File: src/rtl/alu_arbiter_if.sv
// alu_arbiter_if: two ALU requesters plus one response channel, grouped for the arbiter.
interface alu_arbiter_if;
  logic        req0_valid_i, req1_valid_i;
  logic        req0_ready_o, req1_ready_o;
  logic [4:0]  req0_op_i, req1_op_i;
  logic [31:0] req0_a_i, req0_b_i, req1_a_i, req1_b_i;
  logic        rsp_valid_o, rsp_ready_i, rsp_id_o;
  logic [31:0] rsp_result_o;
  logic        rsp_flag_o, rsp_illegal_o;
  modport master (
    output req0_valid_i, req1_valid_i, req0_op_i, req1_op_i,
    output req0_a_i, req0_b_i, req1_a_i, req1_b_i, rsp_ready_i,
    input  req0_ready_o, req1_ready_o, rsp_valid_o, rsp_id_o,
    input  rsp_result_o, rsp_flag_o, rsp_illegal_o
  );
  modport slave (
    input  req0_valid_i, req1_valid_i, req0_op_i, req1_op_i,
    input  req0_a_i, req0_b_i, req1_a_i, req1_b_i, rsp_ready_i,
    output req0_ready_o, req1_ready_o, rsp_valid_o, rsp_id_o,
    output rsp_result_o, rsp_flag_o, rsp_illegal_o
  );
endinterface

File: src/rtl/alu_arbiter.sv
// alu_arbiter: round-robin sharing of one riscV_alu between two requesters,
// one operation in flight (IDLE -> EXEC -> RESP).
module riscV_alu (
  input  logic [5:0]  operator_i,
  input  logic [31:0] operand_a_i,
  input  logic [31:0] operand_b_i,
  output logic [31:0] result_o,
  output logic        comparison_result_o
);
  logic eq, lts, ltu;
  assign eq  = operand_a_i == operand_b_i;
  assign lts = $signed(operand_a_i) < $signed(operand_b_i);
  assign ltu = operand_a_i < operand_b_i;
  // Low bits follow RISC-V funct3; bit 3 selects SUB/SRA; 0b011xxx are branch compares.
  always_comb begin
    result_o = '0;
    comparison_result_o = 1'b0;
    case (operator_i)
      6'b000000: result_o = operand_a_i + operand_b_i;
      6'b001000: result_o = operand_a_i - operand_b_i;
      6'b000001: result_o = operand_a_i << operand_b_i[4:0];
      6'b000010: result_o = {31'd0, lts};
      6'b000011: result_o = {31'd0, ltu};
      6'b000100: result_o = operand_a_i ^ operand_b_i;
      6'b000101: result_o = operand_a_i >> operand_b_i[4:0];
      6'b001101: result_o = $unsigned($signed(operand_a_i) >>> operand_b_i[4:0]);
      6'b000110: result_o = operand_a_i | operand_b_i;
      6'b000111: result_o = operand_a_i & operand_b_i;
      6'b011000: comparison_result_o = eq;
      6'b011001: comparison_result_o = !eq;
      6'b011100: comparison_result_o = lts;
      6'b011101: comparison_result_o = !lts;
      6'b011110: comparison_result_o = ltu;
      6'b011111: comparison_result_o = !ltu;
      default: ;
    endcase
  end
endmodule

module alu_arbiter (
  input logic          clk_i,
  input logic          rst_n_i,
  alu_arbiter_if.slave bus
);
  localparam logic [1:0] IDLE = 2'd0;
  localparam logic [1:0] EXEC = 2'd1;
  localparam logic [1:0] RESP = 2'd2;
  // One bit per 5-bit operator code; set where the code is a legal ALU op.
  localparam logic [31:0] LEGAL = 32'hF300_21FF;
  logic [1:0]  state_q, state_d;
  logic        ptr_q, ptr_d, id_q, id_d;
  logic [4:0]  op_q, op_d;
  logic [31:0] a_q, a_d, b_q, b_d;
  logic        rsp_valid_q, rsp_valid_d, rsp_id_q, rsp_id_d;
  logic [31:0] rsp_result_q, rsp_result_d;
  logic        rsp_flag_q, rsp_flag_d, rsp_illegal_q, rsp_illegal_d;
  logic        gnt0, gnt1, legal, alu_flag;
  logic [31:0] alu_result;
  assign gnt0  = state_q == IDLE && bus.req0_valid_i && (!bus.req1_valid_i || !ptr_q);
  assign gnt1  = state_q == IDLE && bus.req1_valid_i && (!bus.req0_valid_i || ptr_q);
  assign legal = LEGAL[op_q];
  riscV_alu u_alu (
    .operator_i          ({1'b0, op_q}),
    .operand_a_i         (a_q),
    .operand_b_i         (b_q),
    .result_o            (alu_result),
    .comparison_result_o (alu_flag)
  );
  always_comb begin
    state_d       = state_q;
    ptr_d         = ptr_q;
    id_d          = id_q;
    op_d          = op_q;
    a_d           = a_q;
    b_d           = b_q;
    rsp_valid_d   = rsp_valid_q;
    rsp_id_d      = rsp_id_q;
    rsp_result_d  = rsp_result_q;
    rsp_flag_d    = rsp_flag_q;
    rsp_illegal_d = rsp_illegal_q;
    if (gnt0 || gnt1) begin
      state_d = EXEC;
      ptr_d   = gnt0;
      id_d    = gnt1;
      op_d    = gnt1 ? bus.req1_op_i : bus.req0_op_i;
      a_d     = gnt1 ? bus.req1_a_i : bus.req0_a_i;
      b_d     = gnt1 ? bus.req1_b_i : bus.req0_b_i;
    end
    if (state_q == EXEC) begin
      state_d       = RESP;
      rsp_valid_d   = 1'b1;
      rsp_id_d      = id_q;
      rsp_result_d  = legal ? alu_result : '0;
      rsp_flag_d    = legal && alu_flag;
      rsp_illegal_d = !legal;
    end
    if (state_q == RESP && bus.rsp_ready_i) begin
      state_d     = IDLE;
      rsp_valid_d = 1'b0;
    end
  end
  always_ff @(posedge clk_i or negedge rst_n_i) begin
    if (!rst_n_i) begin
      state_q       <= IDLE;
      ptr_q         <= 1'b0;
      id_q          <= 1'b0;
      op_q          <= '0;
      a_q           <= '0;
      b_q           <= '0;
      rsp_valid_q   <= 1'b0;
      rsp_id_q      <= 1'b0;
      rsp_result_q  <= '0;
      rsp_flag_q    <= 1'b0;
      rsp_illegal_q <= 1'b0;
    end else begin
      state_q       <= state_d;
      ptr_q         <= ptr_d;
      id_q          <= id_d;
      op_q          <= op_d;
      a_q           <= a_d;
      b_q           <= b_d;
      rsp_valid_q   <= rsp_valid_d;
      rsp_id_q      <= rsp_id_d;
      rsp_result_q  <= rsp_result_d;
      rsp_flag_q    <= rsp_flag_d;
      rsp_illegal_q <= rsp_illegal_d;
    end
  end
  assign bus.req0_ready_o  = gnt0;
  assign bus.req1_ready_o  = gnt1;
  assign bus.rsp_valid_o   = rsp_valid_q;
  assign bus.rsp_id_o      = rsp_id_q;
  assign bus.rsp_result_o  = rsp_result_q;
  assign bus.rsp_flag_o    = rsp_flag_q;
  assign bus.rsp_illegal_o = rsp_illegal_q;
endmodule

File: src/flat_wrapper.sv
// flat-port wrapper written by rule: the top's interface ports become plain ports
module alu_arbiter_flat 
  (clk_i, rst_n_i, bus_req0_valid_i, bus_req1_valid_i, bus_req0_op_i, bus_req1_op_i, bus_req0_a_i, bus_req0_b_i, bus_req1_a_i, bus_req1_b_i, bus_rsp_ready_i, bus_req0_ready_o, bus_req1_ready_o, bus_rsp_valid_o, bus_rsp_id_o, bus_rsp_result_o, bus_rsp_flag_o, bus_rsp_illegal_o);
  alu_arbiter_if bus_i ();
  input logic clk_i;
  input logic rst_n_i;
  input wire logic [$bits(bus_i.req0_valid_i)-1:0] bus_req0_valid_i;
  input wire logic [$bits(bus_i.req1_valid_i)-1:0] bus_req1_valid_i;
  input wire logic [$bits(bus_i.req0_op_i)-1:0] bus_req0_op_i;
  input wire logic [$bits(bus_i.req1_op_i)-1:0] bus_req1_op_i;
  input wire logic [$bits(bus_i.req0_a_i)-1:0] bus_req0_a_i;
  input wire logic [$bits(bus_i.req0_b_i)-1:0] bus_req0_b_i;
  input wire logic [$bits(bus_i.req1_a_i)-1:0] bus_req1_a_i;
  input wire logic [$bits(bus_i.req1_b_i)-1:0] bus_req1_b_i;
  input wire logic [$bits(bus_i.rsp_ready_i)-1:0] bus_rsp_ready_i;
  output wire logic [$bits(bus_i.req0_ready_o)-1:0] bus_req0_ready_o;
  output wire logic [$bits(bus_i.req1_ready_o)-1:0] bus_req1_ready_o;
  output wire logic [$bits(bus_i.rsp_valid_o)-1:0] bus_rsp_valid_o;
  output wire logic [$bits(bus_i.rsp_id_o)-1:0] bus_rsp_id_o;
  output wire logic [$bits(bus_i.rsp_result_o)-1:0] bus_rsp_result_o;
  output wire logic [$bits(bus_i.rsp_flag_o)-1:0] bus_rsp_flag_o;
  output wire logic [$bits(bus_i.rsp_illegal_o)-1:0] bus_rsp_illegal_o;
  assign bus_i.req0_valid_i = bus_req0_valid_i;
  assign bus_i.req1_valid_i = bus_req1_valid_i;
  assign bus_i.req0_op_i = bus_req0_op_i;
  assign bus_i.req1_op_i = bus_req1_op_i;
  assign bus_i.req0_a_i = bus_req0_a_i;
  assign bus_i.req0_b_i = bus_req0_b_i;
  assign bus_i.req1_a_i = bus_req1_a_i;
  assign bus_i.req1_b_i = bus_req1_b_i;
  assign bus_i.rsp_ready_i = bus_rsp_ready_i;
  assign bus_req0_ready_o = bus_i.req0_ready_o;
  assign bus_req1_ready_o = bus_i.req1_ready_o;
  assign bus_rsp_valid_o = bus_i.rsp_valid_o;
  assign bus_rsp_id_o = bus_i.rsp_id_o;
  assign bus_rsp_result_o = bus_i.rsp_result_o;
  assign bus_rsp_flag_o = bus_i.rsp_flag_o;
  assign bus_rsp_illegal_o = bus_i.rsp_illegal_o;
  alu_arbiter u_core (.clk_i(clk_i), .rst_n_i(rst_n_i), .bus(bus_i));
endmodule
File: config.mk
export PLATFORM = sky130hd
export DESIGN_NAME = alu_arbiter_flat
export DESIGN_NICKNAME = d
export VERILOG_FILES = /design/src/rtl/alu_arbiter_if.sv /design/src/rtl/alu_arbiter.sv /design/src/flat_wrapper.sv
export SDC_FILE = /design/constraint.sdc
export NUM_CORES = 1
export LEC_CHECK = 0
export ABC_AREA = 1
export BUFFER_PORTS_ARGS = -buffer_cell sky130_fd_sc_hd__buf_2
export CELL_PAD_IN_SITES_DETAIL_PLACEMENT = 0
export CELL_PAD_IN_SITES_GLOBAL_PLACEMENT = 1
export CORE_ASPECT_RATIO = 1.4
export CORE_MARGIN = 3
export CORE_UTILIZATION = 39
export CTS_CLUSTER_SIZE = 10
export DETAILED_ROUTE_END_ITERATION = 10
export GPL_ROUTABILITY_DRIVEN = 1
export GPL_TIMING_DRIVEN = 1
export PLACE_DENSITY_LB_ADDON = 0.05
export SYNTH_ARGS = -nofsm -noshare
export SYNTH_HDL_FRONTEND = slang
export SYNTH_SLANG_ARGS = --single-unit
File: constraint.sdc
create_clock -name clk_i -period 3.6 [get_ports clk_i]
set_clock_uncertainty 0.05 [all_clocks]
set_input_delay 0.72 -clock clk_i [delete_from_list [all_inputs] [get_ports clk_i]]
set_output_delay 0.72 -clock clk_i [all_outputs]
set_load 0.03 [all_outputs]
==> run metrics, run 1 <==
number of DRC markers in iteration 0=2,318; initial core utilization=40.0%; worst-path maximum fanout=9; Final Critical Period=3.48 ns; CP Launch Type=register; Yosys Warn Count=0; #FFs+latches synth=109; Post-Synthesis Cells=2,444; DRC=0; crit path kind=register to register; placeable core area=35,300 sq um; met1 Use GR=47.3%; worst slew pin tran=0.875 ns; Hold Fails Final Rpt=0; largest net degree at the start of global routing=63; clock transition at the registers of the reported paths=0.10 ns; Setup crit end kind=register; CTS tree=done; IO Count=181; met2 Use GR=64.3%; area delta synth->final=12.1%; Filler Cell Count=3,936; total negative slack=0 ns; Post-synth top flop=dfrtp_1; vias per cell=6.04; Mapped Area=14,100 sq um; synth unique cells=48; Highest Clock Rate=287 MHz; Worst path depth=13; run status=finished, final reports clean; syn_nets=2,689; share of cells above drive strength 1=11.9%; CTS Sinks=109; post-synthesis sequential area ratio=19.3%; maxcap violations=0; HP Class=input pin to async pin; Critical Path Most Common Cell=nand2_1; Crit path arrival time=3.71 ns; R2R depth=13; gr busiest metal=met2; FP Rows=81; critical-path cell list=inv_1 -> ha_1 -> nand2_1 -> nor2_1 -> inv_1 -> nor2_1 -> nand4_1 -> nand3_1 -> nand2_1 -> nand3_1 -> nand2_1 -> o21ai_0 -> nand2_1; Max transition margin=41.7%; required time of the critical path=3.83 ns; die area=38,500 sq um; CP delay by family, top=simple AND/OR/NAND/NOR gates; vias in the first global route=17.8k; Longest Clk Path Bufs=2; GRT overflow=0; initial antenna violation count=3; EDFF count, synth=0; clk_lat worst skew=0.40 ns; # port buffers=180; Critical Path Max Stage Delay=0.62 ns; Vias=18.3k; CP Buf/Inv Count=2; first-pass detailed-route iteration total=6; final count of negative-setup-slack endpoints=0; Synth async-reset ratio=100%; Avg Inst Size Synth=5.77 sq um; Root Driver=clkbuf_16; NumNets Final=2,818; Detailed Route WL=78,700 um; die height=231 um; slowest cell on the critical path=ha_1; first-pass GRT wire length=114,000 um; final slew viol count=0; CTS Hold Bufs=0; ANT nets after route=0; H-tree Lvls=3; GRT Total Usage=39.6%; met3 Use GR=6.34%; final worst path period share=96.8%; Routed wire per std cell=25.9 um; setup repair after global routing missed its margin=false; Die W=167 um; dpl hpwl=63,700 um; total CTS buffers=9; routability cong.=1.09
repair_timing:
action,4_1_cts,5_1_grt
buffers inserted,0,0
setup endpoints to repair,0,1
resized for setup,0,1
cells in the final DEF, fill, tap and decap left out, types with 3 or more instances in the layout:
master	synthesis	layout
o211ai_1	35	35
dfrtp_1	109	107
a21oi_1	155	155
nand3b_1	6	6
xor2_1	3	3
buf_4	10	66
inv_1	236	236
o21ai_1	24	24
a221oi_1	6	6
nand3_1	352	352
o22ai_1	78	78
o21ai_0	93	93
a21oi_2	3	3
nand4_1	24	24
a211oi_1	3	3
o221ai_1	4	4
nor2_1	231	231
inv_2	13	13
buf_12	0	3
nor2_4	3	3
clkbuf_16	0	9
buf_2	55	179
o21a_1	9	9
nand2_1	740	739
o21bai_1	9	9
nand2_2	8	9
and2_1	11	11
ha_1	100	99
inv_6	0	3
a31oi_1	7	7
nor3_1	23	23
nor2_2	8	8
final cells by class:
class / count / area [sq um] / share of cell area (%)
inverters: 251 / 942 / 5.96
clock buffers: 10 / 229 / 1.45
diodes: 1 / 2.50 / 0.0158
flip-flops and latches: 109 / 2730 / 17.3
multi-input cells: 1954 / 9820 / 62.1
repair buffers: 248 / 1450 / 9.18
well taps: 456 / 571 / 3.61
clock inverters: 6 / 67.6 / 0.427
sequential cells by signal, summed over array words and instances, names as in the netlist:
register / count
u_core.a_q: 32
u_core.b_q: 32
u_core.bus.rsp_result_o: 32
u_core.op_q: 5
u_core.state_q: 2
u_core.bus.rsp_flag_o: 1
u_core.bus.rsp_id_o: 1
u_core.bus.rsp_illegal_o: 1
u_core.bus.rsp_valid_o: 1
u_core.id_q: 1
u_core.ptr_q: 1
cells in the mapped netlist, drive strengths merged (6+ instances only):
library cell	n	share of area (%)
a21oi	158	5.7
a221oi	6	0.37
a31oi	8	0.40
and2	11	0.49
buf	86	3.2
clkbuf	44	1.2
dfrtp	109	19
ha	100	8.9
inv	249	6.6
nand2	748	20
nand3	353	13
nand3b	6	0.32
nand4	24	1.1
nor2	242	6.7
nor3	24	0.89
o211ai	35	1.9
o21a	9	0.48
o21ai	117	4.2
o21bai	9	0.48
o22ai	78	3.5
stage by stage:
step,hold WS (ns),std cells,util [%],setup WS (ns),area (sq um)
after floorplan,0.374,2444,-,1.02,14100
after global placement,0.409,3018,44.0,0.140,15500
after detailed placement,0.415,3018,44.0,0.264,15500
after CTS,0.284,3034,44.8,0.224,15800
after global routing,0.287,3034,44.8,0.0624,15800
final,0.249,3035,44.8,0.117,15800
final timing paths:
kind,start,end,slack [ns]
setup / recovery,u_core.a_q[17],u_core.bus.rsp_result_o[19],0.12
hold / removal,rst_n_i,u_core.id_q,0.25
setup reg to reg,u_core.a_q[17],u_core.bus.rsp_result_o[19],0.12
hold reg to reg,u_core.bus.rsp_flag_o,u_core.bus.rsp_flag_o,0.44
max in group asynchronous,rst_n_i,u_core.b_q[26],2.45
min in group clk_i,u_core.bus.rsp_flag_o,u_core.bus.rsp_flag_o,0.44
cells by family (layout without fill, tap and decap cells):
logic type	count (synthesis)	count (layout)	share of synthesized area [%]
buffers and inverters	381	515	11.1
other	0	1	0
AOI/OAI and AO/OA	433	433	17.7
DFF	109	109	19.3
muxes	2	2	0.142
and+or+nand+nor	1413	1413	42.3
adders and majority gates	102	102	9.16
xor gates and xnor gates	4	4	0.249
layer usage:
layer / routed length, um / part of all wire (%)
met1: 29300 / 37
met5: 28 / 0.036
met4: 7050 / 9.0
met3: 6540 / 8.3
met2: 35800 / 46
Power of run 1 is not shown: default switching activity piles up to over one toggle a cycle in this logic, so the estimate is an artifact.
==> inputs of run 2 (changes only) <==
- CORE_UTILIZATION: 39 -> 37
- TNS_END_PERCENT: not set -> 10
- clock period: 3.6 -> 3.1 ns (I/O delays scaled with it)
==> run 2 against run 1 <==
Worst hold slack got worse by 0.071 ns. Critical endpoint is now u_core.bus.rsp_result_o[23]. Count of clock-buffer cells in the layout unchanged. Utilization down 0.67 points. Global-route usage up 0.55 points. Final area rose by 5.1%. Highest routed layer is now met4.
==> run metrics, run 2 (synthesis results as in run 1) <==
final slew viol count=0; DP Worst Slack=-0.330 ns; die area=40,500 sq um; Crit path arrival time=3.27 ns; number of DRC markers in iteration 0=2,162; share of cells above drive strength 1=15.2%; worst-path maximum fanout=8; commonest non-fill, non-tap cells in the layout=739 x nand2_1, 352 x nand3_1, 236 x inv_1, 228 x nor2_1, 179 x buf_2; Routed wire per std cell=26.6 um; die height=237 um; final count of negative-setup-slack endpoints=0; placeable core area=37,600 sq um; NumNets Final=2,898; required time of the critical path=3.35 ns; FP Rows=84; Die W=171 um; H-tree Lvls=3; largest net degree at the start of global routing=72; # port buffers=180; Max transition margin=42.8%; CTS Sinks=109; Detailed Route WL=83,400 um; Final WS setup=0.0804 ns; HP Class=input pin to async pin; ANT nets after route=0; total CTS buffers=9; GRT Total Usage=40.1%; IO Count=181; Longest Clk Path Bufs=2; Filler Cell Count=4,232; clock transition at the registers of the reported paths=0.10 ns; Final Critical Period=3.02 ns; GRT overflow=0; crit path kind=register to register; CTS tree=done; worst slew pin tran=0.857 ns; Post-CTS Setup Inserts=0; vias in the first global route=17.8k; initial antenna violation count=6; dpl hpwl=67,800 um; initial core utilization=37.5%; CTS Hold Bufs=0; first-pass detailed-route iteration total=8; area delta synth->final=17.8%; Hold Fails Final Rpt=0; Fin Hold WS=0.178 ns; clk_lat worst skew=0.41 ns; setup repair after global routing missed its margin=false; final worst path period share=97.4%; Root Driver=clkbuf_16; Vias=18.6k; first-pass GRT wire length=118,000 um; commonest non-fill, non-tap cell in the layout=nand2_1; routability cong.=1.08; Highest Clock Rate=331 MHz; CP Launch Type=register; run status=finished, final reports clean; vias per cell=5.94; total negative slack=0 ns; DRC=0; Setup crit end kind=register; maxcap violations=0
[run 2: path summary, 6_finish.rpt]
path,start,endpoint,slack [ns],depth (start not counted)
max,u_core.a_q[6],u_core.bus.rsp_result_o[23],0.08,16
min in group clk_i,bus_req1_a_i[20],u_core.a_q[20],0.43,3
min,rst_n_i,u_core.bus.rsp_result_o[29],0.18,1
min reg2reg,u_core.bus.rsp_result_o[28],u_core.bus.rsp_result_o[28],0.43,2
max in group asynchronous,rst_n_i,u_core.b_q[2],1.98,2
max reg2reg,u_core.a_q[6],u_core.bus.rsp_result_o[23],0.08,16
[run 2: timing repair]
| item | CTS | global route |
|---|---|---|
| endpoints found under the hold margin | 0 | 0 |
| gates resized for setup | 5 | 20 |
| endpoints found under the setup margin | 4 | 13 |
| pin swaps | 0 | 0 |
| cloned | 0 | 0 |
[run 2: final cells by class]
| type | instances | area, sq um | share of cell area (%) |
|---|---|---|---|
| Antenna cell | 5 | 12.5 | 0.0753 |
| Tap cell | 473 | 592 | 3.56 |
| Clock buffer | 10 | 229 | 1.38 |
| Sequential cell | 109 | 2730 | 16.4 |
| Multi-Input combinational cell | 1954 | 9890 | 59.5 |
| Inverter | 251 | 942 | 5.67 |
| Clock inverter | 6 | 67.6 | 0.407 |
| Timing Repair Buffer | 328 | 2150 | 13.0 |
[run 2: metal layers]
metal  up-vias  wire [um]  track usage (%)
met5         -          0                0
met1      8756      31000             47.7
li1       8518          -                -
met3       261       6890             7.21
met4         0       6780             27.4
met2      1081      38800             65.2
[run 2: stage by stage]
stage	std cells	cell area, sq um	util (%)
floorplan	2444	14100	-
global placement	3115	16200	43.1
detailed placement	3115	16200	43.1
CTS	3131	16600	44.0
global route	3134	16600	44.1
finish	3136	16600	44.2
[run 2: critical path, cell delays in order (launching register included)]
cell and delay (ns):
dfrtp_2 0.47, inv_1 0.13, ha_1 0.41, nor2_1 0.25, inv_1 0.10, nor3_1 0.30
nand2_1 0.13, nand2_1 0.24, nand2_1 0.17, nand3_1 0.11, nand2_1 0.05, nand3_1 0.20
nand2_1 0.08, inv_1 0.06, nand2_1 0.04, nand2_1 0.08, nand2_1 0.05
Power of run 2 is left out for the same reason.
